===== config.mk =====
export PLATFORM = sky130hd
export DESIGN_NAME = fetch_queue_flat
export DESIGN_NICKNAME = d
export VERILOG_FILES = /design/src/rtl/fetch_queue_if.sv /design/src/rtl/fetch_queue.sv /design/src/flat_wrapper.sv
export SDC_FILE = /design/constraint.sdc
export NUM_CORES = 2
export LEC_CHECK = 0
export ABC_CLOCK_PERIOD_IN_PS = 20500
export BUFFER_PORTS_ARGS = -buffer_cell sky130_fd_sc_hd__buf_2
export CORE_MARGIN = 4
export CORE_UTILIZATION = 45
export CTS_BUF_LIST = sky130_fd_sc_hd__clkbuf_8
export DETAILED_ROUTE_END_ITERATION = 10
export PLACE_DENSITY = 0.59
export SLEW_MARGIN = 10
export SYNTH_ARGS = -nofsm -noshare
export SYNTH_HDL_FRONTEND = slang
export SYNTH_SLANG_ARGS = --single-unit

===== constraint.sdc =====
create_clock -name clk -period 20.5 [get_ports clk]
set_input_delay 4.1 -clock clk [delete_from_list [all_inputs] [get_ports clk]]
set_output_delay 4.1 -clock clk [all_outputs]
set_load 0.01 [all_outputs]

===== src/rtl/fetch_queue_if.sv =====
// fetch_queue_if: fetch-to-decode queue bus; slave is the queue, master drives fetch groups and decode acceptance.
interface fetch_queue_if #(parameter int ENQ_W = 2, parameter int META_W = 32, parameter int PTR_W = 3);
  logic                    flush;
  logic                    f_enq_valid;
  logic [ENQ_W-1:0]        f_enq_mask;
  logic [ENQ_W*32-1:0]     f_enq_pc;
  logic [ENQ_W*32-1:0]     f_enq_instr;
  logic [ENQ_W-1:0]        f_enq_pred_taken;
  logic [ENQ_W*32-1:0]     f_enq_pred_pc;
  logic [ENQ_W*META_W-1:0] f_enq_meta;
  logic                    q_allow_in;
  logic                    q_to_d_valid;
  logic                    d_allow_in;
  logic [31:0]             q_pc;
  logic [31:0]             q_instr;
  logic [31:0]             q_pred_pc;
  logic                    q_pred_taken;
  logic [META_W-1:0]       q_meta;
  logic [PTR_W:0]          q_count;
  logic                    q_empty;
  logic                    q_full;
  modport slave (
    input  flush, f_enq_valid, f_enq_mask, f_enq_pc, f_enq_instr, f_enq_pred_taken, f_enq_pred_pc, f_enq_meta, d_allow_in,
    output q_allow_in, q_to_d_valid, q_pc, q_instr, q_pred_pc, q_pred_taken, q_meta, q_count, q_empty, q_full
  );
  modport master (
    output flush, f_enq_valid, f_enq_mask, f_enq_pc, f_enq_instr, f_enq_pred_taken, f_enq_pred_pc, f_enq_meta, d_allow_in,
    input  q_allow_in, q_to_d_valid, q_pc, q_instr, q_pred_pc, q_pred_taken, q_meta, q_count, q_empty, q_full
  );
endinterface


===== src/rtl/fetch_queue.sv =====
// fetch_queue: circular buffer taking up to ENQ_W fetch slots per cycle (cut after first predicted-taken slot),
// presenting one entry per cycle to decode, with full flush on redirect.
module fetch_queue #(
  parameter int DEPTH  = 8,
  parameter int PTR_W  = 3,
  parameter int ENQ_W  = 2,
  parameter int META_W = 32
) (
  input logic clk,
  input logic rst_n,
  fetch_queue_if.slave bus
);
  logic [31:0]       pc_q         [DEPTH];
  logic [31:0]       instr_q      [DEPTH];
  logic [31:0]       pred_pc_q    [DEPTH];
  logic [META_W-1:0] meta_q       [DEPTH];
  logic [DEPTH-1:0]  pred_taken_q;
  logic [PTR_W-1:0]  head_q, head_d, tail_q, tail_d;
  logic [PTR_W:0]    count_q, count_d, k, wr_k;
  logic              stop, accept, deq, empty;
  always_comb begin
    k    = '0;
    stop = 1'b0;
    for (int i = 0; i < ENQ_W; i++) begin
      if (!stop && bus.f_enq_mask[i]) k = (PTR_W+1)'(i + 1);
      if (!bus.f_enq_mask[i] || bus.f_enq_pred_taken[i]) stop = 1'b1;
    end
    empty   = count_q == '0;
    accept  = bus.f_enq_valid && bus.q_allow_in && !bus.flush;
    deq     = !empty && bus.d_allow_in && !bus.flush;
    wr_k    = accept ? k : '0;
    head_d  = bus.flush ? '0 : head_q + PTR_W'(deq);
    tail_d  = bus.flush ? '0 : tail_q + wr_k[PTR_W-1:0];
    count_d = bus.flush ? '0 : count_q + wr_k - (PTR_W+1)'(deq);
  end
  always_ff @(posedge clk or negedge rst_n) begin
    if (!rst_n) begin
      head_q  <= '0;
      tail_q  <= '0;
      count_q <= '0;
    end else begin
      head_q  <= head_d;
      tail_q  <= tail_d;
      count_q <= count_d;
    end
  end
  // Payload array needs no reset: empty-queue outputs are masked below.
  always_ff @(posedge clk) begin
    for (int j = 0; j < ENQ_W; j++) begin
      if ((PTR_W+1)'(j) < wr_k) begin
        pc_q[tail_q + PTR_W'(j)]         <= bus.f_enq_pc[j*32 +: 32];
        instr_q[tail_q + PTR_W'(j)]      <= bus.f_enq_instr[j*32 +: 32];
        pred_pc_q[tail_q + PTR_W'(j)]    <= bus.f_enq_pred_pc[j*32 +: 32];
        meta_q[tail_q + PTR_W'(j)]       <= bus.f_enq_meta[j*META_W +: META_W];
        pred_taken_q[tail_q + PTR_W'(j)] <= bus.f_enq_pred_taken[j];
      end
    end
  end
  assign bus.q_allow_in   = count_q <= (PTR_W+1)'(DEPTH - ENQ_W);
  assign bus.q_to_d_valid = !empty;
  assign bus.q_empty      = empty;
  assign bus.q_full       = count_q == (PTR_W+1)'(DEPTH);
  assign bus.q_count      = count_q;
  assign bus.q_pc         = empty ? '0 : pc_q[head_q];
  assign bus.q_instr      = empty ? '0 : instr_q[head_q];
  assign bus.q_pred_pc    = empty ? '0 : pred_pc_q[head_q];
  assign bus.q_meta       = empty ? '0 : meta_q[head_q];
  assign bus.q_pred_taken = empty ? 1'b0 : pred_taken_q[head_q];
endmodule

===== src/flat_wrapper.sv =====
// flat-port wrapper written by rule: the top's interface ports become plain ports
module fetch_queue_flat 
#(
  parameter int DEPTH  = 8,
  parameter int PTR_W  = 3,
  parameter int ENQ_W  = 2,
  parameter int META_W = 32
)
  (clk, rst_n, bus_flush, bus_f_enq_valid, bus_f_enq_mask, bus_f_enq_pc, bus_f_enq_instr, bus_f_enq_pred_taken, bus_f_enq_pred_pc, bus_f_enq_meta, bus_d_allow_in, bus_q_allow_in, bus_q_to_d_valid, bus_q_pc, bus_q_instr, bus_q_pred_pc, bus_q_pred_taken, bus_q_meta, bus_q_count, bus_q_empty, bus_q_full);
  fetch_queue_if #(.ENQ_W(ENQ_W), .META_W(META_W), .PTR_W(PTR_W)) bus_i ();
  input logic clk;
  input logic rst_n;
  input wire logic [$bits(bus_i.flush)-1:0] bus_flush;
  input wire logic [$bits(bus_i.f_enq_valid)-1:0] bus_f_enq_valid;
  input wire logic [$bits(bus_i.f_enq_mask)-1:0] bus_f_enq_mask;
  input wire logic [$bits(bus_i.f_enq_pc)-1:0] bus_f_enq_pc;
  input wire logic [$bits(bus_i.f_enq_instr)-1:0] bus_f_enq_instr;
  input wire logic [$bits(bus_i.f_enq_pred_taken)-1:0] bus_f_enq_pred_taken;
  input wire logic [$bits(bus_i.f_enq_pred_pc)-1:0] bus_f_enq_pred_pc;
  input wire logic [$bits(bus_i.f_enq_meta)-1:0] bus_f_enq_meta;
  input wire logic [$bits(bus_i.d_allow_in)-1:0] bus_d_allow_in;
  output wire logic [$bits(bus_i.q_allow_in)-1:0] bus_q_allow_in;
  output wire logic [$bits(bus_i.q_to_d_valid)-1:0] bus_q_to_d_valid;
  output wire logic [$bits(bus_i.q_pc)-1:0] bus_q_pc;
  output wire logic [$bits(bus_i.q_instr)-1:0] bus_q_instr;
  output wire logic [$bits(bus_i.q_pred_pc)-1:0] bus_q_pred_pc;
  output wire logic [$bits(bus_i.q_pred_taken)-1:0] bus_q_pred_taken;
  output wire logic [$bits(bus_i.q_meta)-1:0] bus_q_meta;
  output wire logic [$bits(bus_i.q_count)-1:0] bus_q_count;
  output wire logic [$bits(bus_i.q_empty)-1:0] bus_q_empty;
  output wire logic [$bits(bus_i.q_full)-1:0] bus_q_full;
  assign bus_i.flush = bus_flush;
  assign bus_i.f_enq_valid = bus_f_enq_valid;
  assign bus_i.f_enq_mask = bus_f_enq_mask;
  assign bus_i.f_enq_pc = bus_f_enq_pc;
  assign bus_i.f_enq_instr = bus_f_enq_instr;
  assign bus_i.f_enq_pred_taken = bus_f_enq_pred_taken;
  assign bus_i.f_enq_pred_pc = bus_f_enq_pred_pc;
  assign bus_i.f_enq_meta = bus_f_enq_meta;
  assign bus_i.d_allow_in = bus_d_allow_in;
  assign bus_q_allow_in = bus_i.q_allow_in;
  assign bus_q_to_d_valid = bus_i.q_to_d_valid;
  assign bus_q_pc = bus_i.q_pc;
  assign bus_q_instr = bus_i.q_instr;
  assign bus_q_pred_pc = bus_i.q_pred_pc;
  assign bus_q_pred_taken = bus_i.q_pred_taken;
  assign bus_q_meta = bus_i.q_meta;
  assign bus_q_count = bus_i.q_count;
  assign bus_q_empty = bus_i.q_empty;
  assign bus_q_full = bus_i.q_full;
  fetch_queue #(.DEPTH(DEPTH), .PTR_W(PTR_W), .ENQ_W(ENQ_W), .META_W(META_W)) u_core (.clk(clk), .rst_n(rst_n), .bus(bus_i));
endmodule

# Word-level counts from Yosys, hierarchy flattened
# Memories as Yosys holds them, arrays and structs flattened.
# Cells that the tools add are included.
totals:
  out_inout_bits: 137
  romBits: 0
  latchBits: 0
  reg_bits: 18
  mem_count: 4
  ram_bits: 1024
memory_table:
  columns: ["memory", "words", "width", "rd", "rd_clocked_by_memory_dff", "write_ports", "line_no", "text"]
  rows:
  - ["u_core.instr_q", 8, 32, 1, 0, 2, "fetch_queue.sv:14", "logic [31:0] instr_q [DEPTH];"]
  - ["u_core.meta_q", 8, 32, 1, 0, 2, "fetch_queue.sv:16", "logic [META_W-1:0] meta_q [DEPTH];"]
  - ["u_core.pc_q", 8, 32, 1, 0, 2, "fetch_queue.sv:13", "logic [31:0] pc_q [DEPTH];"]
  - ["u_core.pred_pc_q", 8, 32, 1, 0, 2, "fetch_queue.sv:15", "logic [31:0] pred_pc_q [DEPTH];"]
classes:
  magnitude_cmp: 8
  n_div: 0
  reduce_logical: 13
  bitwise_logic: 0
  n_shift: 0
  n_addsub: 5
  eq_ne: 1
  n_mux: 26
  n_mul: 0
op_table:
  columns: ["cell", "n"]
  rows:
  - ["$mux W32", 4]
  - ["$bwmux W8", 2]
  - ["$mux W8", 2]
  - ["$lt A3 B4 Y1 const B", 3]
  - ["$mux W4", 3]
  - ["$mux W1", 10]
  - ["$lt A1 B4 Y1 const A", 2]
  - ["$logic_and A1 B1 Y1", 7]
  - ["$demux W1 S3", 2]
  - ["$ge A3 B1 Y1 const B", 2]
  - ["$mux W3", 2]
  - ["$add A4 B4 Y4", 1]
  - ["$eq A4 B4 Y1 const B", 1]
  - ["$le A4 B3 Y1 const B", 1]
  - ["$logic_not A1 Y1", 4]
  - ["$logic_not A4 Y1", 1]
  - ["$sub A4 B1 Y4", 1]
  - ["$add A3 B1 Y3", 1]
  - ["$add A3 B1 Y3 const B", 1]
  - ["$add A3 B3 Y3", 1]
  - ["$bmux W1 S3", 1]
  - ["$logic_or A1 B1 Y1", 1]

# Depth between registers and ports, before layout
depth:
  depth_word: 11
  ltp_mapped: 13

# Worst setup path before layout
# OpenSTA, ideal clock, no wires.
synth_timing:
  kind: "input to register"
  startpoint: "in bus_f_enq_valid"
  endpoint: "mem u_core.instr_q[3][0], enable pin"
  arrival_ns: 13.451
  path_stages: 3
  path_slack_ns: 6.257
  cell_sequence: "nor2b_2 > nand4_1 > o21ai_0"
synth_rtl:
  columns: ["element", "line_no", "text"]
  rows:
  - ["from (decl)", "flat_wrapper.sv:14", "input wire logic [$bits(bus_i.f_enq_valid)-1:0] bus_f_enq_valid;"]
  - ["to (decl)", "fetch_queue.sv:14", null]

# Worst setup path after layout
layout_timing:
  startpoint: "reg u_core.head_q[1]"
  endpoint: "out bus_q_pred_pc[4]"
layout_between:
  elab_chain_cells: 2
layout_rtl:
  columns: ["element", "line_no", "text"]
  rows:
  - ["from (decl)", "fetch_queue.sv:18", "logic [PTR_W-1:0] head_q, head_d, tail_q, tail_d;"]
  - ["from (signal assigned)", "fetch_queue.sv:38", "head_q <= '0;"]
  - ["from (signal assigned)", "fetch_queue.sv:42", "head_q <= head_d;"]
  - ["$mem_v2 Z8 W32", null, null]
  - ["$mux W32", "fetch_queue.sv:66", "assign bus.q_pred_pc = empty ? '0 : pred_pc_q[head_q];"]
  - ["to (decl)", "flat_wrapper.sv:26", "output wire logic [$bits(bus_i.q_pred_pc)-1:0] bus_q_pred_pc;"]
# No other way between the ends.

==> metrics.yaml <==
run_status:
  status: "finished, final reports clean"
floorplan:
  die_area_sq_um: 123400
  core_sq_um: 116500
  rows: 125
  start_util_pct: 45.50
  io_pins: 402
  die_x_um: 351.2
  fp.dieH_um: 351.2
clocking:
  clk_latency_ns: 0.84
  numCtsBuffers: 184
  ctsLongestPathBuffers: 3
  cts-root-buf: "clkbuf_8"
  clk_pin_slew_ns: 0.06
  htreeDepth: 4
  ctsHoldBuffers: 0
  cts_tree: "done"
  cts.sinks: 1042
  postCtsSetupBuffers: 0
  cts_resized: 0
power:
  leakagePower_uw: 0.02053
  power_frac_clock_pct: 34.2
  peakVddDrop_v: 0.00008517
  sw_frac_of_total_pct: 27.95
  p_seq_share_pct: 47.0
  comb_power_share_pct: 18.8
  finalPower_uw: 5101
  powerDensity_nw_per_um2: 85.41
  intPower_uw: 3675
  net-switching-power_uw: 1426
synth:
  syn_area_per_cell_sq_um: 18.26
  netlist_area_sq_um: 53020
  synth_area_leader_cell: "edfxtp_1"
  synthCells: 2904
  synth_cell_types: 43
  synth_ff_type: "edfxtp_1"
  yosysMostFrequentCell: "edfxtp_1"
  synth_nets: 3183
  synth_seq_cells: 1042
  seq_area_frac_synth_pct: 58.77
  synth_edf_count: 1024
  synthTopCellsByArea: "edfxtp_1, mux2_2, mux4_2"
  netlist_top_cells_count: "edfxtp_1, mux2_2, mux4_2, mux2_4, mux2_1"
  netlist.area_leader.share_pct: 58.00
  ys_warn_count: 0
  async_flop_share_pct: 0.9597
worst_setup_path:
  ff2ff_path_depth: 8
  slowest_delay_ns: 0.98
  path_max_fanout: 67
  r2r_end: "u_core.pc_q[5][17]$_DFFE_PP_"
  cp_common_cell: "buf_4"
  cp_data_required_time_ns: 16.40
  regToRegStartpoint: "u_core.bus.q_count[3]$_DFF_PN0_"
  crit_start: "u_core.head_q[1]$_DFF_PN0_"
  end_kind: "primary output"
  worstSetupPathType: "reg -> out"
  worstSetupEndpoint: "bus_q_pred_pc[4]"
  startpoint_type: "register"
  reg2reg_setup_slack_ns: 15.68
  crit_chain: "buf_4 > buf_4 > buf_4 > mux4_2 > mux2i_1 > nor2_1 > buf_2"
  arrival_ns: 5.35
  crit_slowest_cell: "buf_4"
route:
  drc_errors: 0
  drt_iter0_markers: 2162
  route.detailed.wl_per_inst_um: 29.75
  vias: 29650
  ant_nets: 0
  routed_wl_um: 150000
  first_pass_iters: 7
  via_per_inst: 5.881
global_route:
  grt_overflow: 0
  grt_pass1_wl_um: 216800
  grt_pass1_vias: 32610
  track_usage_pct: 24.14
  grt_antenna_before_repair: 75
  grt_max_degree: 112
min_path:
  hold_path_class: "reg -> reg"
flow_run:
  max_cap_violations: 0
final_layout:
  num-nets-final: 3610
  syn_to_final_growth_pct: 12.64
  drive_gt1_share_pct: 51.55
  fin_cells: 5041
  nFillCells: 9602
sta:
  timing.final.ws_setup_ns: 11.05
  final_hold_viol_count: 0
  rsz0062_at_grt: "false"
  max_freq_mhz: 105.8
  skew_ns: 0.03090
  slew_violations: 0
  period_needed_ns: 9.449
  finalSetupViolCount: 0
  slew_headroom_pct: 18.96
  setup_tns_ns: 0
  min_period_over_period_pct: 46.09
  tightestPinTransition_ns: 1.216
  whs_ns: 0.6007
place:
  portBuffers: 401
  dp.cells: 4669
  place_congestion: 0.7462
  hpwl_um: 79940
  place_ws_ns: 11.83
power groups by stage:
stage | Clock (uW) | Combinational [uW] | Sequential [uW]
after floorplan | 0 | 581 | 2430
after global placement | 0 | 964 | 2440
after detailed placement | 0 | 976 | 2440
after CTS | 1790 | 980 | 2400
after global routing | 1890 | 1040 | 2400
final | 1740 | 961 | 2390
cell families (layout without fill, tap and decap cells):
family	Yosys count	count (layout)	synth area share, %
AND/OR/NAND/NOR	190	190	1.602
adder cells (fa/ha/maj)	14	14	0.3587
AO/OA/AOI/OAI	14	14	0.2029
XOR/XNOR	6	6	0.09912
other	0	43	0
buffers and inverters	219	789	2.247
flip-flops	1042	1042	58.77
multiplexers	1419	1419	36.72
registers in the layout, summed over array words and instances, names as in the netlist:
name	cells
u_core.meta_q	256
u_core.bus.q_count	4
u_core.pred_pc_q	256
u_core.pred_taken_q	8
u_core.instr_q	256
u_core.pc_q	256
u_core.tail_q	3
u_core.head_q	3
worst min path at each step:
stage,from,end,slack (ns),cells past startpoint
2_1_floorplan,u_core.pred_taken_q[5]$_DFF_P_,u_core.pred_taken_q[5]$_DFF_P_,0.54,2
3_3_place_gp,u_core.pred_taken_q[5]$_DFF_P_,u_core.pred_taken_q[5]$_DFF_P_,0.57,2
6_report,u_core.pred_taken_q[7]$_DFF_P_,u_core.pred_taken_q[7]$_DFF_P_,0.60,2
3_5_place_dp,u_core.pred_taken_q[5]$_DFF_P_,u_core.pred_taken_q[5]$_DFF_P_,0.58,2
4_1_cts,u_core.pred_taken_q[5]$_DFF_P_,u_core.pred_taken_q[5]$_DFF_P_,0.60,2
5_1_grt,u_core.pred_taken_q[6]$_DFF_P_,u_core.pred_taken_q[6]$_DFF_P_,0.63,2
critical path, delay by kind of cell (launching register included):
kind	cells	cell delay, ns
mux	2	0.60
flops	1	0.77
buf+inv	4	2.88
simple gates	1	0.10
per-stage QoR:
step / util (%) / cell area, sq um
after floorplan: - / 53020
after global placement: 48.36 / 56340
after detailed placement: 48.36 / 56340
after CTS: 51.16 / 59610
after global routing: 51.19 / 59640
final: 51.25 / 59720
layout by cell type (no fill, tap or decap), types with 3 or more instances in the layout:
master and instances:
inv_6 4, ha_1 12, dfrtp_1 7, a22o_1 4, mux2_2 648, diode_2 43, nor2b_1 8, nor2_1 136
nand4_1 10, mux2_1 186, mux2i_1 129, dfrtp_4 3, and2_1 3, bufinv_16 3, o2bb2ai_1 4, mux4_2 258
nand2_1 5, xnor2_1 5, buf_4 42, clkbuf_8 190, dfxtp_1 8, clkinv_1 52, nand2_4 4, mux2_4 198
buf_12 6, edfxtp_1 1024, clkinv_2 14, buf_2 401, inv_1 73, and4b_1 3, clkinvlp_4 3
metal layers:
metal  global-route usage (%)  up-vias  part of all wire, %
li1                         -    12730                    -
met4                    7.486       46                  2.5
met5                        0        -                 0.21
met1                    29.70    15630                   40
met3                    6.907      292                  7.3
met2                    41.35      955                   50
final cells by class:
cell class                 count  area [sq um]  area share (%)
multi-input combinational   1643         20780           34.79
clock inverter               139         651.9           1.092
clock buffer                 190          2615           4.379
timing repair buffer         449          2442           4.090
sequential                  1042         31170           52.20
tap                         1524          1907           3.193
inverter                      11         46.29         0.07752
antenna                       43         107.6          0.1802
Power figures use the tool's default switching activity.
